<file path="src/rtl/mc_controller.sv">
// Multicycle main control FSM for the 16-bit datapath; drives strobes, mux selects and aluop.
// Optional feature: define CTRL_ILLEGAL_TRAP_EN to latch illegal opcodes into a TRAP state.
module mc_controller #(
  parameter int OPW    = 4,
  parameter int ALUOPW = 2
) (
  input  logic              clk,
  input  logic              reset,
  input  logic [OPW-1:0]    opcode,
  input  logic              zero,
  input  logic              mem_ready,
  output logic              pc_en,
  output logic              ir_write,
  output logic              iord,
  output logic              mem_write,
  output logic              reg_write,
  output logic              reg_dst,
  output logic              mem_to_reg,
  output logic              alusrca,
  output logic [1:0]        alusrcb,
  output logic [ALUOPW-1:0] aluop,
  output logic [1:0]        pcsrc,
  output logic [3:0]        state_o,
  output logic              trap
);

  localparam logic [3:0] ST_FETCH  = 4'd0;
  localparam logic [3:0] ST_DECODE = 4'd1;
  localparam logic [3:0] ST_MEMADR = 4'd2;
  localparam logic [3:0] ST_MEMRD  = 4'd3;
  localparam logic [3:0] ST_MEMWB  = 4'd4;
  localparam logic [3:0] ST_MEMWR  = 4'd5;
  localparam logic [3:0] ST_EXEC   = 4'd6;
  localparam logic [3:0] ST_ALUWB  = 4'd7;
  localparam logic [3:0] ST_ADDIEX = 4'd8;
  localparam logic [3:0] ST_ADDIWB = 4'd9;
  localparam logic [3:0] ST_BRANCH = 4'd10;
  localparam logic [3:0] ST_JUMP   = 4'd11;
  localparam logic [3:0] ST_TRAP   = 4'd12;

  localparam logic [OPW-1:0] OP_R    = OPW'(0);
  localparam logic [OPW-1:0] OP_ADDI = OPW'(1);
  localparam logic [OPW-1:0] OP_LW   = OPW'(2);
  localparam logic [OPW-1:0] OP_SW   = OPW'(3);
  localparam logic [OPW-1:0] OP_BEQ  = OPW'(4);
  localparam logic [OPW-1:0] OP_J    = OPW'(5);

  localparam logic [ALUOPW-1:0] ALU_ADD   = ALUOPW'(0);
  localparam logic [ALUOPW-1:0] ALU_SUB   = ALUOPW'(1);
  localparam logic [ALUOPW-1:0] ALU_FUNCT = ALUOPW'(2);

  logic [3:0] state_q, state_d;
  logic [3:0] illegal_next;

  // Strobes before reset gating; reset must silence them in the same cycle.
  logic pc_en_m, ir_write_m, mem_write_m, reg_write_m;

`ifdef CTRL_ILLEGAL_TRAP_EN
  assign illegal_next = ST_TRAP;
`else
  assign illegal_next = ST_FETCH;
`endif

  always_ff @(posedge clk) begin
    if (reset) begin
      state_q <= ST_FETCH;
    end else begin
      state_q <= state_d;
    end
  end

  always_comb begin
    state_d = ST_FETCH;
    case (state_q)
      ST_FETCH:  state_d = mem_ready ? ST_DECODE : ST_FETCH;
      ST_DECODE: begin
        case (opcode)
          OP_R:         state_d = ST_EXEC;
          OP_ADDI:      state_d = ST_ADDIEX;
          OP_LW, OP_SW: state_d = ST_MEMADR;
          OP_BEQ:       state_d = ST_BRANCH;
          OP_J:         state_d = ST_JUMP;
          default:      state_d = illegal_next;
        endcase
      end
      ST_MEMADR: state_d = (opcode == OP_SW) ? ST_MEMWR : ST_MEMRD;
      ST_MEMRD:  state_d = mem_ready ? ST_MEMWB : ST_MEMRD;
      ST_MEMWB:  state_d = ST_FETCH;
      ST_MEMWR:  state_d = mem_ready ? ST_FETCH : ST_MEMWR;
      ST_EXEC:   state_d = ST_ALUWB;
      ST_ALUWB:  state_d = ST_FETCH;
      ST_ADDIEX: state_d = ST_ADDIWB;
      ST_ADDIWB: state_d = ST_FETCH;
      ST_BRANCH: state_d = ST_FETCH;
      ST_JUMP:   state_d = ST_FETCH;
      // Without the trap feature this encoding is unreachable and behaves like 13-15.
      ST_TRAP:   state_d = illegal_next;
      default:   state_d = ST_FETCH;
    endcase
  end

  always_comb begin
    pc_en_m     = 1'b0;
    ir_write_m  = 1'b0;
    mem_write_m = 1'b0;
    reg_write_m = 1'b0;
    iord        = 1'b0;
    reg_dst     = 1'b0;
    mem_to_reg  = 1'b0;
    alusrca     = 1'b0;
    alusrcb     = 2'b00;
    aluop       = ALU_ADD;
    pcsrc       = 2'b00;
    case (state_q)
      ST_FETCH: begin
        alusrcb    = 2'b01;
        pc_en_m    = mem_ready;
        ir_write_m = mem_ready;
      end
      ST_DECODE: alusrcb = 2'b11;
      ST_MEMADR: begin
        alusrca = 1'b1;
        alusrcb = 2'b10;
      end
      ST_MEMRD: iord = 1'b1;
      ST_MEMWB: begin
        reg_write_m = 1'b1;
        mem_to_reg  = 1'b1;
      end
      ST_MEMWR: begin
        iord        = 1'b1;
        mem_write_m = 1'b1;
      end
      ST_EXEC: begin
        alusrca = 1'b1;
        aluop   = ALU_FUNCT;
      end
      ST_ALUWB: begin
        reg_write_m = 1'b1;
        reg_dst     = 1'b1;
      end
      ST_ADDIEX: begin
        alusrca = 1'b1;
        alusrcb = 2'b10;
      end
      ST_ADDIWB: reg_write_m = 1'b1;
      ST_BRANCH: begin
        alusrca = 1'b1;
        aluop   = ALU_SUB;
        pcsrc   = 2'b01;
        pc_en_m = zero;
      end
      ST_JUMP: begin
        pcsrc   = 2'b10;
        pc_en_m = 1'b1;
      end
`ifdef CTRL_ILLEGAL_TRAP_EN
      ST_TRAP: ;
`endif
      default: begin
        alusrcb    = 2'b01;
        pc_en_m    = mem_ready;
        ir_write_m = mem_ready;
      end
    endcase
  end

  assign pc_en     = pc_en_m     & ~reset;
  assign ir_write  = ir_write_m  & ~reset;
  assign mem_write = mem_write_m & ~reset;
  assign reg_write = reg_write_m & ~reset;
  assign state_o   = state_q;

`ifdef CTRL_ILLEGAL_TRAP_EN
  assign trap = (state_q == ST_TRAP) & ~reset;
`else
  assign trap = 1'b0;
`endif

endmodule
</file>
<file path="config.mk">
export PLATFORM = sky130hd
export DESIGN_NAME = mc_controller
export DESIGN_NICKNAME = d
export VERILOG_FILES = /design/src/rtl/mc_controller.sv
export SDC_FILE = /design/constraint.sdc
export NUM_CORES = 1
export LEC_CHECK = 0
export CAP_MARGIN = 20
export CORE_AREA = 4 4 43 45
export DETAILED_ROUTE_END_ITERATION = 7
export DIE_AREA = 0 0 47 49
export PLACE_DENSITY = 0.76
export SLEW_MARGIN = 20
export SYNTH_ARGS = -nofsm -noshare
export SYNTH_HDL_FRONTEND = slang
export SYNTH_SLANG_ARGS = --single-unit
export TNS_END_PERCENT = 50
</file>
<file path="constraint.sdc">
create_clock -name clk -period 1.6 [get_ports clk]
set_clock_uncertainty 0.05 [all_clocks]
set_input_delay 0.32 -clock clk [delete_from_list [all_inputs] [get_ports clk]]
set_output_delay 0.32 -clock clk [all_outputs]
set_load 0.02 [all_outputs]
</file>
Word level (Yosys, flattened, before mapping) --
Cells that the tools add are included.
Word-level totals: register bits 4, input bits 8, output and inout bits 19, logic and storage cells 49
Cells by class: equality and inequality tests 16, multiplexer cells 17, bitwise gates (word level) 5, reductions and logical operators 10
Operators by type and width (count):
- $pmux 4 s7 | 1
- $eq 4x3->1 const B | 6
- $pmux 4 s5 | 1
- $eq 4x2->1 const B | 4
- $eq 4x4->1 const B | 4
- $reduce_or 11->1 | 1
- $mux 3 | 3
- $reduce_or 9->1 | 1
- $eq 4x1->1 const B | 2
- $logic_not 4->1 | 2
- $mux 1 | 8
- $pmux 2 s2 | 2
- $reduce_or 8->1 | 1
- $pmux 2 s3 | 1
- $reduce_or 2->1 | 3
- $and 1x1->1 | 4
- $reduce_or 4->1 | 1
- $pmux 1 s3 | 1
- $reduce_or 3->1 | 1
- $not 1->1 | 1

Longest topological paths before layout --
Gate-level depths: netlist of run 1.
depth after elaboration 4, mapped depth 5

Least setup slack after synthesis of run 1 --
OpenSTA, ideal clock, no wires.
path kind register to output, start point register state_q[3], in the netlist state_o[3], end point output pc_en, arrival 1.641 ns, setup slack -0.411 ns, stages on the path, launching flop included 5, buffers on the path 2, cells stage by stage dfxtp_1 -> clkbuf_1 -> buf_2 -> a21oi_1 -> o32ai_1
On the way: word-level cells in the longest chain between the ends 4, elaborated cells on any way between the ends 14, classes of those cells eq/ne: 11; mux: 1; bitwise: 1; reduce/logical: 1
Ends and longest elaborated chain:
- from (decl) | line 52 | logic [3:0] state_q, state_d;
- from (signal assigned) | line 68 | state_q <= state_d;
- $eq 4x4->1, or another cell as far along | line 114 | case (state_q)
- $reduce_or 9->1 (no source line)
- $pmux 1 s3 (*) | line 114
- $and 1x1->1 (*) | line 168 | assign pc_en = pc_en_m & ~reset;
- to (decl) | line 12 | output logic pc_en,
Every way passes the cells marked *; elsewhere a longest branch is shown, timed or not.

Worst setup path in the final report of run 1 --
start point register state_q[1], in the netlist state_o[1], end point output ir_write
On the way: word-level cells in the longest chain between the ends 4, elaborated cells on any way between the ends 14, classes of those cells eq/ne: 11; mux: 1; bitwise: 1; reduce/logical: 1
Ends and longest elaborated chain:
- $eq 4x4->1, or another cell as far along | line 114
- $reduce_or 11->1 (no source line) (*)
- $mux 1 (*) | line 114
- $and 1x1->1 (*) | line 169 | assign ir_write = ir_write_m & ~reset;
- to (decl) | line 13 | output logic ir_write,
Marked as above.

==> results of run 1 <==
==> final timing paths <==
path / start / endpoint / slack [ns] / depth (start not counted)
min reg2reg: state_o[3] / state_o[3] / 0.67 / 3
min: state_o[3] / state_o[3] / 0.67 / 3
max: state_o[1] / ir_write / -0.15 / 5
max reg2reg: state_o[2] / state_o[3] / -0.06 / 5
==> stage by stage <==
step	TNS (ns)	util [%]
after floorplan	-0.1059	-
after global placement	-4.497	69.90
after detailed placement	-4.835	69.90
after CTS	-0.6728	70.49
after global routing	-0.9866	82.82
final	-0.5342	82.82
==> timing repair <==
action,4_1_cts,5_1_grt
hold endpoints to repair,0,0
endpoints found under the setup margin,20,17
gates resized for setup,78,47
pin swaps,1,9
buffers inserted,1,2
==> placed cells by master (no fill, tap or decap), types with 2 or more instances in the layout <==
cell type,netlist,final
sky130_fd_sc_hd__clkbuf_2,0,2
sky130_fd_sc_hd__buf_2,3,3
sky130_fd_sc_hd__o21ai_0,5,4
sky130_fd_sc_hd__nand4b_1,2,2
sky130_fd_sc_hd__a21oi_1,6,2
sky130_fd_sc_hd__a21oi_2,0,4
sky130_fd_sc_hd__nand2b_4,0,2
sky130_fd_sc_hd__inv_1,3,2
sky130_fd_sc_hd__nand2_1,3,2
sky130_fd_sc_hd__a21o_1,5,5
sky130_fd_sc_hd__buf_12,0,3
sky130_fd_sc_hd__nor2_4,0,3
sky130_fd_sc_hd__nor2_1,8,4
sky130_fd_sc_hd__a221o_1,2,2
sky130_fd_sc_hd__or3b_2,2,2
sky130_fd_sc_hd__buf_4,2,23
sky130_fd_sc_hd__nor3_2,0,2
sky130_fd_sc_hd__dfxtp_4,0,3
sky130_fd_sc_hd__clkdlybuf4s50_1,0,6
sky130_fd_sc_hd__buf_6,0,10
sky130_fd_sc_hd__buf_8,0,2
sky130_fd_sc_hd__nor4b_4,0,2
sky130_fd_sc_hd__nor2b_1,4,4
sky130_fd_sc_hd__dlygate4sd2_1,0,3
sky130_fd_sc_hd__nand2b_1,4,2
sky130_fd_sc_hd__clkbuf_4,0,3
==> routing by layer <==
layer | share of wire, % | track usage (%) | vias to the layer above
met1 | 38 | 18.82 | 384
met4 | 1.8 | 6.452 | 0
met3 | 7.9 | 4.428 | 6
li1 | - | - | 399
met5 | 0 | 0 | -
met2 | 52 | 31.67 | 41
==> power by group <==
group,internal (mW),switching [mW]
Clock,0.0938,0.0443
Combinational,0.213,0.189
Sequential,0.107,0.0142
Total,0.414,0.247
==> final cells by class <==
cell class              count  area share (%)
clock buffers               4           2.156
flip-flops and latches      4           7.598
well taps                  16           1.643
multi-input cells          66           47.74
repair buffers             52           39.94
inverters                   3          0.9240
==> worst min-delay path, delay by kind of cell (launching register included) <==
family | cells | cell delay, ns
and+or+nand+nor | 1 | 0.12
AOI/OAI and AO/OA | 1 | 0.07
DFF | 1 | 0.37
buffers and inverters | 1 | 0.13
==> cells by family (layout without fill, tap and decap cells) <==
group                  Yosys count  after routing  share of synthesized area, %
AO/OA/AOI/OAI                   24             24                         28.26
XOR/XNOR                         1              1                         1.522
buffers and inverters           12             59                         9.780
flip-flops                       4              4                         13.91
other                            1              1                        0.6515
AND/OR/NAND/NOR                 40             40                         45.87
==> implementation parameters, run 1 <==
Parameter                              Value

Outcome
  Status    finished with violations
  Failing checks    negative setup slack

Logic synthesis
  Number of nets in the synthesized netlist    90
  Share of the yosys chip area belonging to registers    around 14%
  Most instantiated library cell after synthesis    sky130_fd_sc_hd__nor2_1
  Top-area cell type share of the netlist area    13.91%
  Cells taking the most area after synthesis    sky130_fd_sc_hd__dfxtp_1 14%, sky130_fd_sc_hd__a21o_1 6.5%, sky130_fd_sc_hd__a21oi_1 5.2%
  Async set-or-reset flop fraction in the synthesized netlist    0%
  Most instantiated flip-flop cell in the synthesis netlist    sky130_fd_sc_hd__dfxtp_1
  Avg Synthesized Cell Area    7.019 um2
  Summed instance area of the synthesized netlist    575.6 um2
  Area leader, netlist    sky130_fd_sc_hd__dfxtp_1
  Synthesized netlist cell count    82
  Count of flip-flops with a built-in enable after synthesis    0
  Commonest cells in the synthesized netlist    8 x sky130_fd_sc_hd__nor2_1, 6 x sky130_fd_sc_hd__a21oi_1, 5 x sky130_fd_sc_hd__a21o_1, 5 x sky130_fd_sc_hd__o21ai_0
  Number of synthesized register bits    4
  Cell variety after synth    36
  Synthesis warning total    0

Setup path
  Crit. End Element    output pin
  Kind of launch point of the worst setup path    flip-flop
  Library cell appearing most often on the critical path    sky130_fd_sc_hd__buf_4
  Critical path peak fanout    3
  Critical path's largest stage delay    0.36 ns
  Cell family contributing the most delay on the critical path    simple AND/OR/NAND/NOR gates
  Critical Path Slowest Stage Cell    sky130_fd_sc_hd__dfxtp_4
  Endpoint arrival time on the critical path    1.38 ns
  Critical path, cell by cell    nor4_4, a21oi_2, buf_4, nor3_2, buf_4
  Buffers plus inverters on the worst setup path    2
  Type of the worst setup path    flip-flop to output pin
  Crit path required time    approximately 1.2 ns

Final layout
  Area of the multi-input gates    581.8 um2
  Post-route cell area    1219 um2
  Antenna diode count    0
  Layout-stage area growth over the synthesis result    111.7%
  Count of non-filler cells in the finished layout    145
  Flip-flop count of the largest register after layout    4
  Final net count    roughly 140
  FF+latch area    ~93 um2
  Filler cells    102
  Ratio of cells with drive above 1 in the final layout    around three fifths

Route
  Total number of vias    between 800 and 900
  Count of TritonRoute iterations in the first routing pass    4
  DR vias/cell    5.724
  DRC errors left    0
  Final routed wirelength across all metal layers    2275 um
  Detail Route Antenna Nets    0
  Detailed-route wire length per cell    15.69 um
  Detailed router's first-iteration violation count    10

Power
  Total design power    0.6612 mW
  Total leakage power    0.5053 nW
  Max VDD drop    roughly 0.58 mV
  Areal power density over the cells    around 540 nW/um2

Clock tree
  Clk sinks    4
  Clock tree from TritonCTS    built
  Clock input transition at the sequential cells of the worst setup and hold paths    0.04 ns
  Count of hold-fix buffers inserted at cts    0
  Root Driver    sky130_fd_sc_hd__clkbuf_4
  Number of H-tree levels    1
  Clock network latency to the later pin of the worst-skew pair    about 0.24 ns
  Inserted Clock Buffers    3
  Number of buffers on the longest clock path    2

STA
  Post-layout worst setup margin    -0.1526 ns
  Final cycle utilization of the critical path    109.5%
  Period minus WS final    1.753 ns
  Worst hold margin    0.6700 ns
  RSZ-0062 raised after global routing    true
  Final Hold Viols    0
  Number of max-slew violations in the final report    0
  Achievable Freq    570.6 MHz
  Final number of setup-violating endpoints    7

GRT
  Total congestion overflow    0
  Maximum number of pins on one net before global-route repair    22
  Antenna violations before repair    0
  Total Routing Usage GR    17.72%
  First-pass GRT wire length    roughly 3100 um
  Vias in the first global route    761

Placement
  Sum of net half-perimeters after detailed placement    approximately 1500 um
  I/O Buffers    25
  Placed Cells    138
  Post-placement setup slack    -0.5860 ns
  Final RePlAce weighted congestion    around 0.86
  Placed Area    1028 um2

Floorplan
  Core area    ~1500 um2
  Effective utilization at floorplan    39.12%
  Height of the die    49 um
  Area enclosed by the die boundary    between 2000 and 2500 um2
  Site Rows    14
  Chip Width    47 um
  IO Pins    27

Run
  Max cap viols    0

Worst hold path
  Type of the worst min-delay path    flip-flop to flip-flop
Power figures use the tool's default switching activity.
==> inputs of run 2 (changes only) <==
CORE_AREA = 4 4 45 47   (was 4 4 43 45)
DIE_AREA = 0 0 49 51   (was 0 0 47 49)
GPL_TIMING_DRIVEN = 0   (was not set)
PLACE_DENSITY = 0.7   (was 0.76)
==> run 2 against run 1 <==
The run still ends with negative setup slack left. Die area grew 8.5%. First-iteration DRC count is 20% lower. Fmax fell by 4.6%. Non-clock buffer count fell by 7. Power is 4.9% lower. Largest cell class unchanged. Setup slack worse by 0.084 ns. Final cell count is 4.1% lower. Global-route usage fell by 1.7 points.
==> implementation parameters, run 2 (synthesis gave the netlist of run 1 again) <==
Parameter                              Value

Worst hold path
  Type of the worst min-delay path    flip-flop to flip-flop
  Worst Hold Endpoint    state_o[1]
  Worst hold path startpoint    state_o[0]
  Hold Crit Depth    3

STA
  RSZ-0062 raised after global routing    true
  Final Hold Viols    0
  Achievable Freq    around 540 MHz
  Period minus WS final    1.837 ns
  Final cycle utilization of the critical path    114.8%
  Number of max-slew violations in the final report    0
  Post-layout worst setup margin    -0.2366 ns
  Setup total negative slack    -1.012 ns
  Final number of setup-violating endpoints    9

Setup path
  Startpoint of the most critical register-to-register path    state_o[2]
  Critical Path Slowest Stage Cell    sky130_fd_sc_hd__dfxtp_2
  Reg2Reg Capture Point    state_o[2]
  Number of cells on the worst reg-to-reg path    5
  Kind of launch point of the worst setup path    flip-flop
  Crit. End Element    output pin
  Type of the worst setup path    flip-flop to output pin
  Crit path required time    between 1 and 1.5 ns
  Register-to-register setup slack    0.05 ns
  Critical path peak fanout    6
  Endpoint arrival time on the critical path    roughly 1.5 ns
  Critical path, cell by cell    buf_6, nor4_4, a21oi_2, o32ai_2, buf_4
  Critical path's largest stage delay    0.33 ns

Floorplan
  Effective utilization at floorplan    34.85%
  IO Pins    27
  Site Rows    15
  Height of the die    between 50 and 60 um
  Chip Width    49 um
  Area enclosed by the die boundary    2499 um2
  Core area    1652 um2

Power
  Total leakage power    0.4914 nW
  Internal power    0.3983 mW
  Proportion of power drawn by the clock network    between 20 and 25%
  Part of the total power dissipated in combinational logic    59.5%
  Net switching power figure    0.2304 mW
  Share of power burned in registers    18.7%
  Net Sw Frac    36.65%
  Areal power density over the cells    545.5 nW/um2
  Total design power    0.6286 mW
  Max VDD drop    0.3512 mV

Final layout
  Count of non-filler cells in the finished layout    139
  Final net count    131
  Most common library cell in the layout ignoring fill and taps    sky130_fd_sc_hd__buf_4
  Ratio of cells with drive above 1 in the final layout    slightly above 50%
  Antenna diode count    0
  Final cell utilization of the core    69.77%
  Commonest non-fill, non-tap cells in the layout    17 x sky130_fd_sc_hd__buf_4, 9 x sky130_fd_sc_hd__buf_6, 6 x sky130_fd_sc_hd__nor2_1
  Layout-stage area growth over the synthesis result    100.2%
  Flip-flop count of the largest register after layout    4

Placement
  Sum of net half-perimeters after detailed placement    1330 um
  Placed Cells    124
  Final RePlAce weighted congestion    roughly 0.77
  I/O Buffers    25

Route
  Detailed-route wire length per cell    15.11 um
  Count of TritonRoute iterations in the first routing pass    4
  Detail Route Antenna Nets    0
  DRC errors left    0
  Detailed router's first-iteration violation count    8
  Final routed wirelength across all metal layers    2100 um
  Total number of vias    approximately 790
  DR vias/cell    between 5 and 6

Outcome
  Failing checks    negative setup slack
  Status    finished with violations

Clock tree
  Number of H-tree levels    1
  Clock network latency to the later pin of the worst-skew pair    0.23 ns
  Clock input transition at the sequential cells of the worst setup and hold paths    0.04 ns
  Root Driver    sky130_fd_sc_hd__clkbuf_4
  Number of buffers on the longest clock path    2
  Count of hold-fix buffers inserted at cts    0
  Clock tree from TritonCTS    built
  Inserted Clock Buffers    3
  Clk sinks    4

GRT
  Total congestion overflow    0
  Maximum number of pins on one net before global-route repair    11
  First-pass GRT wire length    roughly 3300 um
  Vias in the first global route    a little over 700
  Total Routing Usage GR    16.06%
  Antenna violations before repair    0

Run
  Max cap viols    0
-- run 2: worst max-delay path, delay by kind of cell (launching register included) --
kind	cells	cell delay, ns
AO/OA/AOI/OAI	2	0.32
buffers and inverters	2	0.31
AND/OR/NAND/NOR	1	0.27
flip-flops	1	0.33
-- run 2: power groups by stage --
stage                     registers [mW]  logic (mW)  clock network, mW
final                              0.117       0.374              0.137
after global routing               0.118       0.397              0.153
after CTS                          0.117       0.348              0.140
after detailed placement           0.119       0.279                  0
after global placement             0.118       0.275                  0
after floorplan                    0.126       0.165                  0
-- run 2: worst max-delay path by stage --
stage / endpoint / from
after floorplan: pc_en / state_o[1]
after global placement: pc_en / mem_ready
after detailed placement: pc_en / reset
after CTS: pc_en / state_o[3]
after global routing: pc_en / state_o[0]
final: pc_en / state_o[0]
-- run 2: per-layer routing --
metal	routed length, um	global-route usage (%)	up-vias
met5	0	0	-
met4	37	4.484	0
met3	113	3.790	4
met2	1061	28.48	26
met1	888	19.12	376
li1	-	-	388
-- run 2: timing repair --
| action | in CTS | in global routing |
|---|---|---|
| endpoints found under the setup margin | 15 | 16 |
| gates resized for setup | 103 | 13 |
| pin swaps | 5 | 5 |
| setup buffers | 8 | 3 |
-- run 2: final cells by class --
| cell class | count | area [um2] |
|---|---|---|
| Timing Repair Buffer | 36 | 321.6 |
| Inverter | 3 | 13.76 |
| Buffer | 9 | 133.9 |
| Tap cell | 17 | 21.27 |
| Clock buffer | 4 | 26.28 |
| Multi-Input combinational cell | 66 | 548.0 |
| Fill cell | 145 | 499.2 |
| Sequential cell | 4 | 87.58 |
-- run 2: stage by stage --
step | worst slack [ns] | hold slack (ns) | cell area (um2)
3_5_place_dp | -0.6867 | 0.5274 | 899.6
5_1_grt | -0.2886 | 0.6217 | 1152
6_report | -0.2366 | 0.5989 | 1152
4_1_cts | -0.2218 | 0.5941 | 1081
3_3_place_gp | -0.6683 | 0.5229 | 899.6
2_1_floorplan | -0.06940 | 0.4470 | 628.1
